--- src/rtl/i2c_pkg.sv ---
// Shared I2C definitions: target FSM states and bus-level bit meanings.
// Used by both the target and the initiator blocks.
package i2c_pkg;

  typedef enum logic [2:0] {
    IDLE,
    ADDR,
    ADDR_ACK,
    WRITE,
    WRITE_ACK,
    READ,
    READ_ACK,
    WAIT_STOP
  } i2c_state_e;

  localparam logic ACK      = 1'b0;
  localparam logic NACK     = 1'b1;
  localparam logic RW_WRITE = 1'b0;
  localparam logic RW_READ  = 1'b1;

endpackage

--- src/rtl/i2c_sync_edge.sv ---
// Multi-flop synchroniser for an asynchronous bus line, with rise/fall
// detection performed only on the synchronised copy. Flops preset to 1 (idle bus).
module i2c_sync_edge #(
  parameter int STAGES = 2
) (
  input  logic clk,
  input  logic rst_n,
  input  logic din,
  output logic level,
  output logic rise,
  output logic fall
);

  logic [STAGES-1:0] sync_q;
  logic              prev_q;

  // NOTE: sequential state always uses non-blocking assignments so every flop
  // samples the pre-edge value of its neighbour; blocking here would collapse the chain.
  always_ff @(posedge clk or negedge rst_n) begin
    if (!rst_n) begin
      sync_q <= '1;
      prev_q <= 1'b1;
    end else begin
      sync_q <= {sync_q[STAGES-2:0], din};
      prev_q <= sync_q[STAGES-1];
    end
  end

  assign level = sync_q[STAGES-1];
  assign rise  = level & ~prev_q;
  assign fall  = ~level & prev_q;

endmodule

--- src/rtl/i2c_target.sv ---
// I2C target (slave) answering DEV_ADDR: receives write bytes, returns
// tx_data on reads, open-drain SDA via SDA_oe. SYNC_STAGES must be >= 2.
module i2c_target
  import i2c_pkg::*;
#(
  parameter logic [6:0] DEV_ADDR    = 7'h42,
  parameter int         SYNC_STAGES = 2
) (
  input  logic       CLK,
  input  logic       RST,
  input  logic       SCL,
  input  logic       SDA_in,
  output logic       SDA_oe,
  output logic [7:0] rx_data,
  output logic       rx_valid,
  input  logic [7:0] tx_data,
  output logic       tx_load,
  output logic       busy
);

  logic scl_level, scl_rise, scl_fall;
  logic sda_level, sda_rise, sda_fall;

  i2c_sync_edge #(.STAGES(SYNC_STAGES)) u_scl_sync (
    .clk   (CLK),
    .rst_n (RST),
    .din   (SCL),
    .level (scl_level),
    .rise  (scl_rise),
    .fall  (scl_fall)
  );

  i2c_sync_edge #(.STAGES(SYNC_STAGES)) u_sda_sync (
    .clk   (CLK),
    .rst_n (RST),
    .din   (SDA_in),
    .level (sda_level),
    .rise  (sda_rise),
    .fall  (sda_fall)
  );

  i2c_state_e state, state_n;
  logic [2:0] bit_cnt, cnt_n;
  logic [7:0] shift_q, shift_n;
  logic       rw_q, rw_n;
  logic       phase_q, phase_n;
  logic       oe_n, busy_n, rx_valid_n, tx_load_n;
  logic [7:0] rx_data_n;
  logic       scl_high;
  logic       start_det, stop_det;

  // SCL counts as high if it was high at either end of this cycle, so a START
  // coinciding with the SCL fall is still recognised (and wins over the fall).
  assign scl_high  = scl_level | scl_fall;
  assign start_det = sda_fall & scl_high;
  assign stop_det  = sda_rise & scl_high;

  always_ff @(posedge CLK or negedge RST) begin
    if (!RST) begin
      state    <= IDLE;
      bit_cnt  <= '0;
      shift_q  <= '0;
      rw_q     <= RW_WRITE;
      phase_q  <= 1'b0;
      SDA_oe   <= 1'b0;
      rx_data  <= '0;
      rx_valid <= 1'b0;
      tx_load  <= 1'b0;
      busy     <= 1'b0;
    end else begin
      state    <= state_n;
      bit_cnt  <= cnt_n;
      shift_q  <= shift_n;
      rw_q     <= rw_n;
      phase_q  <= phase_n;
      SDA_oe   <= oe_n;
      rx_data  <= rx_data_n;
      rx_valid <= rx_valid_n;
      tx_load  <= tx_load_n;
      busy     <= busy_n;
    end
  end

  // NOTE: every always_comb output is given a default before any branch, so no
  // path leaves a signal unassigned and no latch is inferred.
  always_comb begin
    state_n    = state;
    cnt_n      = bit_cnt;
    shift_n    = shift_q;
    rw_n       = rw_q;
    phase_n    = phase_q;
    oe_n       = SDA_oe;
    rx_data_n  = rx_data;
    rx_valid_n = 1'b0;
    tx_load_n  = 1'b0;
    busy_n     = busy;

    if (start_det) begin
      state_n = ADDR;
      cnt_n   = '0;
      phase_n = 1'b0;
      oe_n    = 1'b0;
      busy_n  = 1'b1;
    end else if (stop_det) begin
      state_n = IDLE;
      oe_n    = 1'b0;
      busy_n  = 1'b0;
    end else begin
      unique case (state)
        ADDR: begin
          if (scl_rise) begin
            shift_n = {shift_q[6:0], sda_level};
            cnt_n   = bit_cnt + 3'd1;
            if (bit_cnt == 3'd7) begin
              rw_n    = sda_level;
              phase_n = 1'b0;
              state_n = (shift_q[6:0] == DEV_ADDR) ? ADDR_ACK : WAIT_STOP;
            end
          end
        end
        // phase_q marks that the ACK low has been put on the bus.
        ADDR_ACK: begin
          if (scl_fall) begin
            if (!phase_q) begin
              oe_n    = 1'b1;
              phase_n = 1'b1;
            end else begin
              phase_n = 1'b0;
              if (rw_q == RW_READ) begin
                state_n   = READ;
                tx_load_n = 1'b1;
                shift_n   = tx_data;
                oe_n      = ~tx_data[7];
              end else begin
                state_n = WRITE;
                oe_n    = 1'b0;
              end
            end
          end
        end
        WRITE: begin
          if (scl_rise) begin
            shift_n = {shift_q[6:0], sda_level};
            cnt_n   = bit_cnt + 3'd1;
            if (bit_cnt == 3'd7) begin
              rx_data_n  = {shift_q[6:0], sda_level};
              rx_valid_n = 1'b1;
              phase_n    = 1'b0;
              state_n    = WRITE_ACK;
            end
          end
        end
        WRITE_ACK: begin
          if (scl_fall) begin
            if (!phase_q) begin
              oe_n    = 1'b1;
              phase_n = 1'b1;
            end else begin
              oe_n    = 1'b0;
              phase_n = 1'b0;
              state_n = WRITE;
            end
          end
        end
        // READ is entered on a fall with bit 7 already driven; the counter
        // wraps to 0 on the 8th rise, so a fall with bit_cnt==0 ends the byte.
        READ: begin
          if (scl_rise) begin
            cnt_n = bit_cnt + 3'd1;
          end else if (scl_fall) begin
            if (bit_cnt == 3'd0) begin
              oe_n    = 1'b0;
              phase_n = 1'b0;
              state_n = READ_ACK;
            end else begin
              shift_n = {shift_q[6:0], 1'b0};
              oe_n    = ~shift_q[6];
            end
          end
        end
        READ_ACK: begin
          if (scl_rise) begin
            if (sda_level == ACK) begin
              tx_load_n = 1'b1;
              shift_n   = tx_data;
              phase_n   = 1'b1;
            end else begin
              state_n = WAIT_STOP;
            end
          end else if (scl_fall && phase_q) begin
            phase_n = 1'b0;
            oe_n    = ~shift_q[7];
            state_n = READ;
          end
        end
        IDLE, WAIT_STOP: begin
          oe_n = 1'b0;
        end
        default: begin
          state_n = IDLE;
          oe_n    = 1'b0;
        end
      endcase
    end
  end

endmodule

--- config.mk ---
export PLATFORM = sky130hd
export DESIGN_NAME = i2c_target
export DESIGN_NICKNAME = d
export VERILOG_FILES = /design/src/rtl/i2c_pkg.sv /design/src/rtl/i2c_sync_edge.sv /design/src/rtl/i2c_target.sv
export SDC_FILE = /design/constraint.sdc
export NUM_CORES = 1
export LEC_CHECK = 0
export ABC_AREA = 1
export ABC_CLOCK_PERIOD_IN_PS = 2000
export BUFFER_PORTS_ARGS = -buffer_cell sky130_fd_sc_hd__buf_2
export CAP_MARGIN = 20
export CORE_UTILIZATION = 40
export DETAILED_ROUTE_END_ITERATION = 10
export HOLD_SLACK_MARGIN = 0.12
export PLACE_DENSITY_LB_ADDON = 0.2
export SYNTH_ARGS = -nofsm -noshare
export SYNTH_HDL_FRONTEND = slang
export SYNTH_SLANG_ARGS = --single-unit
--- constraint.sdc ---
create_clock -name CLK -period 2 [get_ports CLK]
set_input_delay 0.1 -clock CLK [delete_from_list [all_inputs] [get_ports CLK]]
set_output_delay 0.1 -clock CLK [all_outputs]
set_load 0.03 [all_outputs]
==> summary.txt <==
Route
  • Total number of vias: 1761
  • Initial DRT Pass Iterations: 4
  • Drt via density: 4.878
  • Residual DRC: 0
  • Wirelength per Cell: 12.80 µm
  • DRT antenna net count: 0
  • Post-Route WL: 4.621 mm
  • Initial DRC Count: 131

Critical path
  • WP data required: 2.20 ns
  • Crit path max fanout: 14
  • Worst Setup Start Kind: register
  • Crit Path Class: reg -> reg
  • Critical Path End Type: register
  • Reg2reg start: state[0]
  • Data arrival, critical path: 1.90 ns
  • Crit. Startpoint: state[0]

Floorplan
  • Core area: 4848 µm²
  • Die area: 5472 µm²
  • Die Y: 73.97 µm
  • FP Rows: 25
  • Die width: 73.97 µm
  • Initial Util: 42.74%
  • Num ports: 24

Finish
  • Final #Nets: 308
  • Area Growth Syn to Fin: 15.10%
  • Diode count: 0
  • Fill cells: 493
  • Share of cells above drive strength 1: 25.17%
  • Final core utilization: 49.19%

CTS
  • CTS Buf Count: 5
  • Clock tree buffer depth: 2
  • CTS root buf: clkbuf_8
  • Clock Sinks: 34
  • Htree depth: 2
  • # Post-CTS Setup Buffers: 0
  • Clock Latency Late Sink: 0.29 ns
  • CTS tree: built
  • Worst-path clk slew: 0.08 ns

Power
  • Design Power: 3.370 mW
  • Power per Cell Area: 1413 nW/µm²
  • Sw Share: 46.35%
  • Comb power frac: 50.1%
  • Peak supply drop: 0.0006914 V
  • Flop pwr share: 30.9%
  • Leakage power: 1.277 nW
  • Internal power: 1.808 mW
  • Net Switching: 1.562 mW
  • Clock power frac: 18.9%

Global routing
  • Vias in the first global route: 1684
  • First-pass GRT wire length: 7.969 mm
  • Initial antenna violation count: 0
  • Grt ovf: 0
  • Total GRT Usage: 19.70%
  • Largest net degree at the start of global routing: 35

Hold path
  • Hold crit path type: in -> reg
  • Hold Path Origin: tx_data[4]

Yosys
  • Commonest cells post-synth: nand2_1 (87), nand3_1 (32), dfrtp_1 (28)
  • Syn Inst Count: 263
  • Synth Register Bits: 34
  • EDFF count, synth: 0
  • Distinct cells, synth: 28
  • Yosys synthesis warning count: 0
  • Async SR Flop Fraction: 100.0%
  • Top cells by area, synth: dfrtp_1 (34%), nand2_1 (16%), nand3_1 (7.7%)
  • Syn Std Cell Area: 2072 µm²
  • Most common cell in the synthesized netlist: nand2_1
  • Syn nets: 278
  • Synth area leader: dfrtp_1
  • Syn_area_per_cell: 7.878 µm²
  • Synth Flop Type: dfrtp_1
  • Area share of the largest cell type after synthesis: 33.82%
  • Sequential element share of the synthesized area: 41.43%

STA
  • Slew Limit Fails: 0
  • Finish-stage setup viols: 0
  • RSZ-0062 raised after global routing: no
  • Hold Vio Cnt, Final: 0
  • FMAX: 588.3 MHz
  • Clk_skew: 0.01256 ns
  • Tcrit/Tclk final: 84.99%
  • Worst-Margin Slew: 0.7776 ns
  • Max_slew headroom: 48.16%
  • Minimum clock period: 1.700 ns
  • Setup TNS: 0 ns

Placed design
  • Routability cong.: 0.9640
  • IO Port Bufs: 23
  • Final HPWL DP: 3.475 mm

Status
  • Status: finished clean

Flow run
  • Max Cap Viol: 0
==> stage by stage <==
step           instances  worst slack (ns)  hold slack, ns  cell area [µm²]
6_report             361            0.3001          0.1902             2385
5_1_grt              361            0.1385          0.2149             2385
4_1_cts              361            0.2829          0.1867             2385
3_5_place_dp         350            0.2974          0.2070             2241
3_3_place_gp         350            0.2961          0.2051             2241
2_1_floorplan        263            0.5102         -0.1956             2072
==> cell families (layout without fill, tap and decap cells) <==
logic type,after synthesis,after routing,share of synthesized area [%]
AND/OR/NAND/NOR,157,157,38.71
buffers and inverters,36,67,7.910
flip-flops,34,34,41.42
AO/OA/AOI/OAI,33,33,10.14
adder cells (fa/ha/maj),3,3,1.812
==> power by group through the flow <==
| stage | Combinational [mW] | Clock (mW) | Sequential (mW) |
|---|---|---|---|
| 2_1_floorplan | 1.42 | 0 | 0.996 |
| 3_3_place_gp | 1.66 | 0 | 1.06 |
| 3_5_place_dp | 1.68 | 0 | 1.05 |
| 4_1_cts | 1.69 | 0.653 | 1.04 |
| 5_1_grt | 1.92 | 0.691 | 1.07 |
| 6_report | 1.69 | 0.638 | 1.04 |
==> state kept, by name, indices dropped and copies added (netlist names) <==
signal,cells
SDA_oe,1
bit_cnt,3
busy,1
phase_q,1
rw_q,1
rx_data,8
rx_valid,1
shift_q,8
state,3
tx_load,1
u_scl_sync.prev_q,1
u_scl_sync.sync_q,2
u_sda_sync.prev_q,1
u_sda_sync.sync_q,2
==> repair_timing <==
action | CTS | global route
hold endpoints to repair | 30 | 0
hold buffers | 3 | 0
gates resized for setup | 0 | 0
setup endpoints to repair | 0 | 0
==> worst max-delay path, cell delays in order, from the launching register on <==
cell and delay, ns:
dfrtp_1 0.52, inv_2 0.13, nor2_8 0.15, inv_2 0.11, nand2_4 0.16, nand2_1 0.10, a21oi_2 0.25, nand3_1 0.10
o21ai_0 0.09
==> final timing paths <==
check                      depth (start not counted)                    to  slack, ns
min in group asynchronous                          2            rx_data[6]       0.42
max reg2reg                                        8            bit_cnt[1]       0.30
max in group asynchronous                          2                  busy       1.08
max                                                8            bit_cnt[1]       0.30
min reg2reg                                        0  u_scl_sync.sync_q[1]       0.36
min                                                5            shift_q[4]       0.19
==> per-layer routing <==
metal / global-route usage (%) / share of wire (%)
met1: 27.77 / 49
met2: 29.70 / 45
met3: 4.065 / 5.0
met4: 7.692 / 1.2
met5: 0 / 0
==> layout by cell type, fill, tap and decap left out <==
cell           synthesis  final
ha_1                   3      3
bufinv_16              0      1
inv_1                 23     23
nor2_8                 4      4
a21oi_1               10     10
o22ai_4                1      1
nand2_2                4      4
nor2_2                 1      1
clkinv_1               1      1
buf_2                  0     23
dfstp_2                6      6
inv_4                  1      1
nor2_1                15     15
nand4_1                1      1
buf_4                  3      2
nor2_4                 6      6
dfrtp_1               28     28
a21oi_2                1      1
inv_2                  6      6
nand4_4                1      1
nand2_1               87     87
o21ai_1                1      1
o22ai_1                3      3
nand2_4                3      3
dlygate4sd3_1          0      3
nor3_1                 2      2
nand3_1               32     32
o21ai_2                6      6
clkbuf_8               0      5
clkinvlp_4             0      2
o21ai_0               11     11
or2_4                  1      1
==> final cells by class <==
class,instances,area [µm²],area share (%)
clock buffers,5,68.82,2.886
clock inverters,3,45.04,1.889
inverters,31,118.9,4.984
multi-input cells,193,1050,44.02
flip-flops and latches,34,858.3,35.99
well taps,67,83.83,3.515
repair buffers,28,160.2,6.716
Note: power is estimated with default switching activity, not from simulation.
